### src/rtl/ddr_bram_arb.sv
// ddr_bram_arb: two-port round-robin arbiter in front of one single-port, byte-writable BRAM.
// Build option DDR_BRAM_ARB_RDATA_REG_EN re-registers rdata_o/rvalid_o (read latency grant+2).
module ddr_bram_arb #(
  parameter int BRAM_SIZE  = 16,
  parameter int BYTE_WIDTH = 8
) (
  input  logic                         clk_i,
  input  logic                         rst_ni,
  input  logic [1:0]                   req_i,
  input  logic [1:0][BYTE_WIDTH-1:0]   we_i,
  input  logic [1:0][BRAM_SIZE-4:0]    addr_i,
  input  logic [1:0][BYTE_WIDTH*8-1:0] wdata_i,
  output logic [1:0]                   gnt_o,
  output logic [1:0]                   rvalid_o,
  output logic [BYTE_WIDTH*8-1:0]      rdata_o,
  output logic                         ram_en,
  output logic [BYTE_WIDTH-1:0]        ram_we,
  output logic [BRAM_SIZE-4:0]         ram_addr,
  output logic [BYTE_WIDTH*8-1:0]      ram_wrdata,
  input  logic [BYTE_WIDTH*8-1:0]      ram_rddata
);

  localparam int DW = BYTE_WIDTH * 8;

  logic          prio_r;     // port that wins the next contention
  logic [1:0]    gnt_s;
  logic          sel_s;
  logic          rd_s;
  logic [1:0]    rd_pend_r;  // one-hot owner of the read whose data arrives this cycle
  logic [1:0]    rvalid_s;
  logic [DW-1:0] rdata_s;

  // Grant decode: lone requester wins at once, contention goes to prio_r.
  always_comb begin
    gnt_s = 2'b00;
    if (!rst_ni) begin
      gnt_s = 2'b00;
    end else begin
      case (req_i)
        2'b01:   gnt_s = 2'b01;
        2'b10:   gnt_s = 2'b10;
        2'b11:   gnt_s = prio_r ? 2'b10 : 2'b01;
        default: gnt_s = 2'b00;
      endcase
    end
  end

  assign gnt_o = gnt_s;
  assign sel_s = gnt_s[1];

  // RAM command mux: enable and strobes only in a granted cycle.
  always_comb begin
    ram_en     = 1'b0;
    ram_we     = {BYTE_WIDTH{1'b0}};
    ram_addr   = addr_i[sel_s];
    ram_wrdata = wdata_i[sel_s];
    if (gnt_s != 2'b00) begin
      ram_en = 1'b1;
      ram_we = we_i[sel_s];
    end else begin
      ram_en = 1'b0;
      ram_we = {BYTE_WIDTH{1'b0}};
    end
  end

  assign rd_s = ram_en && (ram_we == {BYTE_WIDTH{1'b0}});

  // Round-robin pointer: after a grant, favour the other port.
  always_ff @(posedge clk_i) begin
    if (!rst_ni) begin
      prio_r <= 1'b0;
    end else if (gnt_s != 2'b00) begin
      prio_r <= ~sel_s;
    end else begin
      prio_r <= prio_r;
    end
  end

  // Read tracking: remember which port owns the data the RAM returns next cycle.
  always_ff @(posedge clk_i) begin
    if (!rst_ni) begin
      rd_pend_r <= 2'b00;
    end else if (rd_s) begin
      rd_pend_r <= gnt_s;
    end else begin
      rd_pend_r <= 2'b00;
    end
  end

`ifdef DDR_BRAM_ARB_RDATA_REG_EN
  logic [1:0]    rvalid_q_r;
  logic [DW-1:0] rdata_q_r;

  // Extra output stage on read data; still one result per cycle.
  always_ff @(posedge clk_i) begin
    if (!rst_ni) begin
      rvalid_q_r <= 2'b00;
      rdata_q_r  <= {DW{1'b0}};
    end else begin
      rvalid_q_r <= rd_pend_r;
      rdata_q_r  <= (rd_pend_r != 2'b00) ? ram_rddata : {DW{1'b0}};
    end
  end

  assign rvalid_s = rvalid_q_r;
  assign rdata_s  = rdata_q_r;
`else
  assign rvalid_s = rd_pend_r;
  assign rdata_s  = (rd_pend_r != 2'b00) ? ram_rddata : {DW{1'b0}};
`endif

  // Reset masks a read already in flight so it never surfaces as a pulse.
  assign rvalid_o = rst_ni ? rvalid_s : 2'b00;
  assign rdata_o  = rst_ni ? rdata_s : {DW{1'b0}};

endmodule

### config.mk
export PLATFORM = sky130hd
export DESIGN_NAME = ddr_bram_arb
export DESIGN_NICKNAME = d
export VERILOG_FILES = /design/src/rtl/ddr_bram_arb.sv
export SDC_FILE = /design/constraint.sdc
export NUM_CORES = 1
export LEC_CHECK = 0
export ABC_AREA = 1
export CAP_MARGIN = 20
export CORE_AREA = 2 2 152 154
export DETAILED_ROUTE_END_ITERATION = 8
export DIE_AREA = 0 0 154 156
export PLACE_DENSITY_LB_ADDON = 0.1
export SETUP_SLACK_MARGIN = 0.4
export SLEW_MARGIN = 20
export SYNTH_ARGS = -nofsm -noshare
export SYNTH_HDL_FRONTEND = slang
export SYNTH_SLANG_ARGS = --single-unit
export TNS_END_PERCENT = 10
### constraint.sdc
create_clock -name clk_i -period 1.9 [get_ports clk_i]
set_input_delay 0.38 -clock clk_i [delete_from_list [all_inputs] [get_ports clk_i]]
set_output_delay 0.38 -clock clk_i [all_outputs]
set_load 0.005 [all_outputs]
Word-level counts from Yosys, hierarchy flattened
Cells that the tools add are included.
{"block": "totals", "ff_bits": 3, "output_inout_bits": 154, "wordCells": 26}
{"block": "op_classes", "order_cmp": 1, "eq_ne": 3, "muxes": 14, "bitwise": 1, "n_reduce_logical": 5}
{"cell": "64-bit 2-to-1 mux", "n": 4}
{"cell": "13-bit 2-to-1 mux", "n": 2}
{"cell": "8-bit 2-to-1 mux", "n": 3}
{"cell": "8-bit zero test", "n": 1}
{"cell": "2-bit 2-to-1 mux", "n": 3}
{"cell": "2-bit one-hot mux with 3 select lines", "n": 1}
{"cell": "2-bit == test, second input constant", "n": 2}
{"cell": "2-bit nonzero test", "n": 2}
{"cell": "2-bit by 1-bit == test with 1-bit output, second input constant", "n": 1}
{"cell": "1-bit by 2-bit < comparator with 1-bit output, second input constant", "n": 1}
{"cell": "2-bit AND reduction", "n": 1}
{"cell": "1-bit logical AND", "n": 1}
{"cell": "1-bit 2-to-1 mux", "n": 1}
{"cell": "1-bit inverter", "n": 1}

Depth between registers and ports, before layout
{"block": "depth", "depth_word": 9, "ltp_mapped": 10, "ltp_nobuf": 10}

Worst setup path before layout
OpenSTA, ideal clock, no wires.
{"block": "synth_timing", "path_kind": "input port to output port", "start": "input rst_ni", "end": "output ram_wrdata[34]", "arrival_time_ps": 1106, "t_required_ps": 1520, "setup_slack_ps": 414, "cell_stages": 8, "cell_sequence": "nand2_1 inv_2 nand2_2 inv_2 buf_4 buf_4 nand2_1 nand2_1"}
{"block": "synth_between", "elab_chain_cells": 3}
{"element": "from (decl)", "line_no": "8", "text": "input logic rst_ni,"}
{"element": "2-bit 2-to-1 mux", "line_no": "36", "text": "if (!rst_ni) begin"}
{"element": "64-bit 2-to-1 mux (implied by the code) (2 in a row)", "line_no": "56", "text": "ram_wrdata = wdata_i[sel_s];"}
{"element": "to (decl)", "line_no": "19", "text": "output logic [BYTE_WIDTH*8-1:0] ram_wrdata,"}
No other way between the ends. The select of a mux whose other input is x is not followed.

Worst setup path after layout
{"block": "layout_timing", "start": "register prio_r", "end": "output ram_we[5]"}
{"block": "layout_between", "elab_chain_cells": 6, "word_cells_on_any_way": 7, "cone_classes": "6 x mux; 1 x reduce/logical"}
{"element": "from (decl)", "line_no": "25", "text": "logic prio_r;"}
{"element": "from (signal assigned)", "line_no": "73", "text": "prio_r <= ~sel_s;"}
{"element": "from (signal assigned)", "line_no": "75", "text": "prio_r <= prio_r;"}
{"element": "2-bit 2-to-1 mux (*)", "line_no": "42", "text": "2'b11: gnt_s = prio_r ? 2'b10 : 2'b01;"}
{"element": "2-bit one-hot mux with 3 select lines (*)", "line_no": "39", "text": "case (req_i)"}
{"element": "2-bit 2-to-1 mux (*)", "line_no": "36"}
{"element": "8-bit 2-to-1 mux (implied by the code) (2 in a row)", "line_no": "59", "text": "ram_we = we_i[sel_s];"}
{"element": "8-bit 2-to-1 mux (*)", "line_no": "57", "text": "if (gnt_s != 2'b00) begin"}
{"element": "to (decl)", "line_no": "17", "text": "output logic [BYTE_WIDTH-1:0] ram_we,"}
Mark *: on every way between the ends. The rest lies on a longest branch, timed or not. The select of a mux whose other input is x is not followed.

==> run metrics <==
Sink Count=3; final worst-path setup slack=-36.9 ps; FP Rows=55; critical path endpoint category=output pin; sequential fraction of the synthesis area=0.0327; Slew @ Worst Pin=around 200 ps; Final Instance Area=0.00753 mm²; Slew headroom=0.865; dpl hpwl=12300 µm; DRC viols=0; global-route wire length before repair=about 22000 µm; Vias/cell=3.54; Die Footprint=roughly 0.024 mm²; routability cong.=0.750; post-layout util=0.337; setup TNS=-201 ps; failing checks=setup timing; Core Footprint=0.0224 mm²; clk slew on worst S/H paths=30 ps; clock root buffer=clkbuf_16; Syn Inst Count=455; Clock Skews=~1.9 ps; port buffer count=391; io pins=392; HP Class=reg2reg; wire length per cell=13.4 µm; Nets=roughly 1.2k; die height=about 160 µm; RSZ-0062 raised after global routing=yes; period utilization=1.02; leak pwr=slightly below 4 nW; Synth cell types=15; vias in the first global route=3956; Async SR Flop Fraction=0; number of hold violations in the final report=0; Final Setup Violations=9; Total GRT Usage=0.118; htree depth=1; synthesized cell area=0.00184 mm²; Detailed Routing Iterations Pass 1=4; CTS max path bufs=2; startpoint types=flop; register bit count reported by yosys=3; number of flops mapped to enable cells by yosys=0; Routed Antenna Nets=0; Syn Area/Cell=4.04 µm²; Post-synth top cells=nand2_1 (250), inv_1 (76), nor2_1 (71); CTS tree=yes; diode count=0; data arrival time of the critical path=1560 ps; cts bufs inserted=3; crit path kind=reg2out; hold_buf cts=0; gr ovfl total=0; post-layout minimum cycle time=1940 ps; Worst-Skew Late Latency=roughly 230 ps; Max Cap Viol=0; synthesis warning total=0; Peak VDD IR=0.000146 V; most frequent cell after synthesis=nand2_1; Power Density=235 mW/mm²; fmax=0.516 GHz; largest net degree at the start of global routing=21; final WL=~16000 µm; status=finished, violations left; commonest register cell after synthesis=dfxtp_1; Layout fillers=2492; Area after DPL=roughly 0.0065 mm²; Post-Place Setup Slack=-584 ps; Synth Net Count=693; Die W=between 150 and 200 µm; initial antenna violation count=1; DR iter-0 viols=101; largest fanout on the critical path=6; Initial Util=0.0822; Critical Path RT=about 1500 ps; share of the synthesized area in the top cell type=0.511; max-slew violations=0; Area Overhead vs Synth=310%; top post-synthesis cells by area=nand2_1 (51%), inv_1 (16%), nor2_1 (14%), buf_2 (5.2%), dfxtp_1 (3.3%); via count=~4.3k; Yosys top cell by area=nand2_1; layout cell share with drive strength beyond 1=0.467
## registers in the layout (all words and copies together) (netlist names)
signal	flops
rd_pend_r	2
prio_r	1
## critical path, stage by stage (launching register included)
cell and delay (ps):
dfxtp_2 320, inv_2 50, nand2_4 80, nand2_8 80
buf_6 130, buf_16 130, buf_6 110, buf_6 100
nand2_2 50, nand2_2 50, inv_2 60, nor2_2 30
buf_2 130
## timing repair
action                                  4_1_cts  5_1_grt
buffers inserted                             14       20
gates resized for setup                     512      383
endpoints found under the setup margin      156      154
cloned                                        7        4
pin swaps                                    32       82
## report_power, final
group / internal, mW / switching (mW) / total (mW)
combinational: 0.853 / 0.507 / 1.36
clock: 0.278 / 0.0663 / 0.344
sequential: 0.0658 / 0.00130 / 0.0671
total: 1.20 / 0.575 / 1.77
## metrics by stage
stage	hold slack, ps	instances	power, mW
floorplan	465	455	0.346
global route	556	1205	1.89
CTS	528	1181	1.69
finish	531	1205	1.77
detailed placement	502	1156	1.28
global placement	513	1156	1.30
## final timing paths
| path | cells after the start | endpoint | slack, ps | startpoint |
|---|---|---|---|---|
| setup / recovery | 12 | ram_we[5] | -40 | prio_r |
| hold reg to reg | 3 | prio_r | 530 | prio_r |
| setup reg to reg | 16 | rd_pend_r[1] | 200 | prio_r |
| hold / removal | 3 | prio_r | 530 | prio_r |
## placed cells by master (no fill, tap or decap), types with 9 or more instances in the layout
| master | n |
|---|---|
| nor2_4 | 53 |
| buf_4 | 32 |
| nor2_1 | 9 |
| inv_1 | 69 |
| nand2_1 | 164 |
| nand2_2 | 71 |
| buf_12 | 17 |
| buf_6 | 50 |
| clkbuf_2 | 22 |
| buf_2 | 108 |
| clkdlybuf4s50_1 | 234 |
| buf_8 | 9 |
| inv_2 | 16 |
| nor2_2 | 9 |
| nand2_4 | 16 |
## final cells by class
cell class                 instances  area [µm²]  share of cell area
tap                              285         357              0.0473
clock buffer                       4        78.8              0.0105
sequential                         3        61.3             0.00814
inverter                          88         344              0.0457
timing repair buffer             484        4570               0.607
multi-input combinational        341        2120               0.281
## metal layers
layer	routed length, µm	global-route usage	up-vias
li1	-	-	2213
met1	5740	0.121	1823
met2	8930	0.240	214
met3	1250	0.0292	15
met4	224	0.0200	2
met5	13	0	-
## kinds of logic (layout without fill, tap and decap cells)
group / after synthesis / in the layout / share of synthesized area
flops: 3 / 3 / 0.0327
simple gates: 338 / 338 / 0.710
buf+inv: 111 / 576 / 0.248
compound gates: 3 / 3 / 0.00953
No activity file was read; power rests on OpenSTA's default activity.
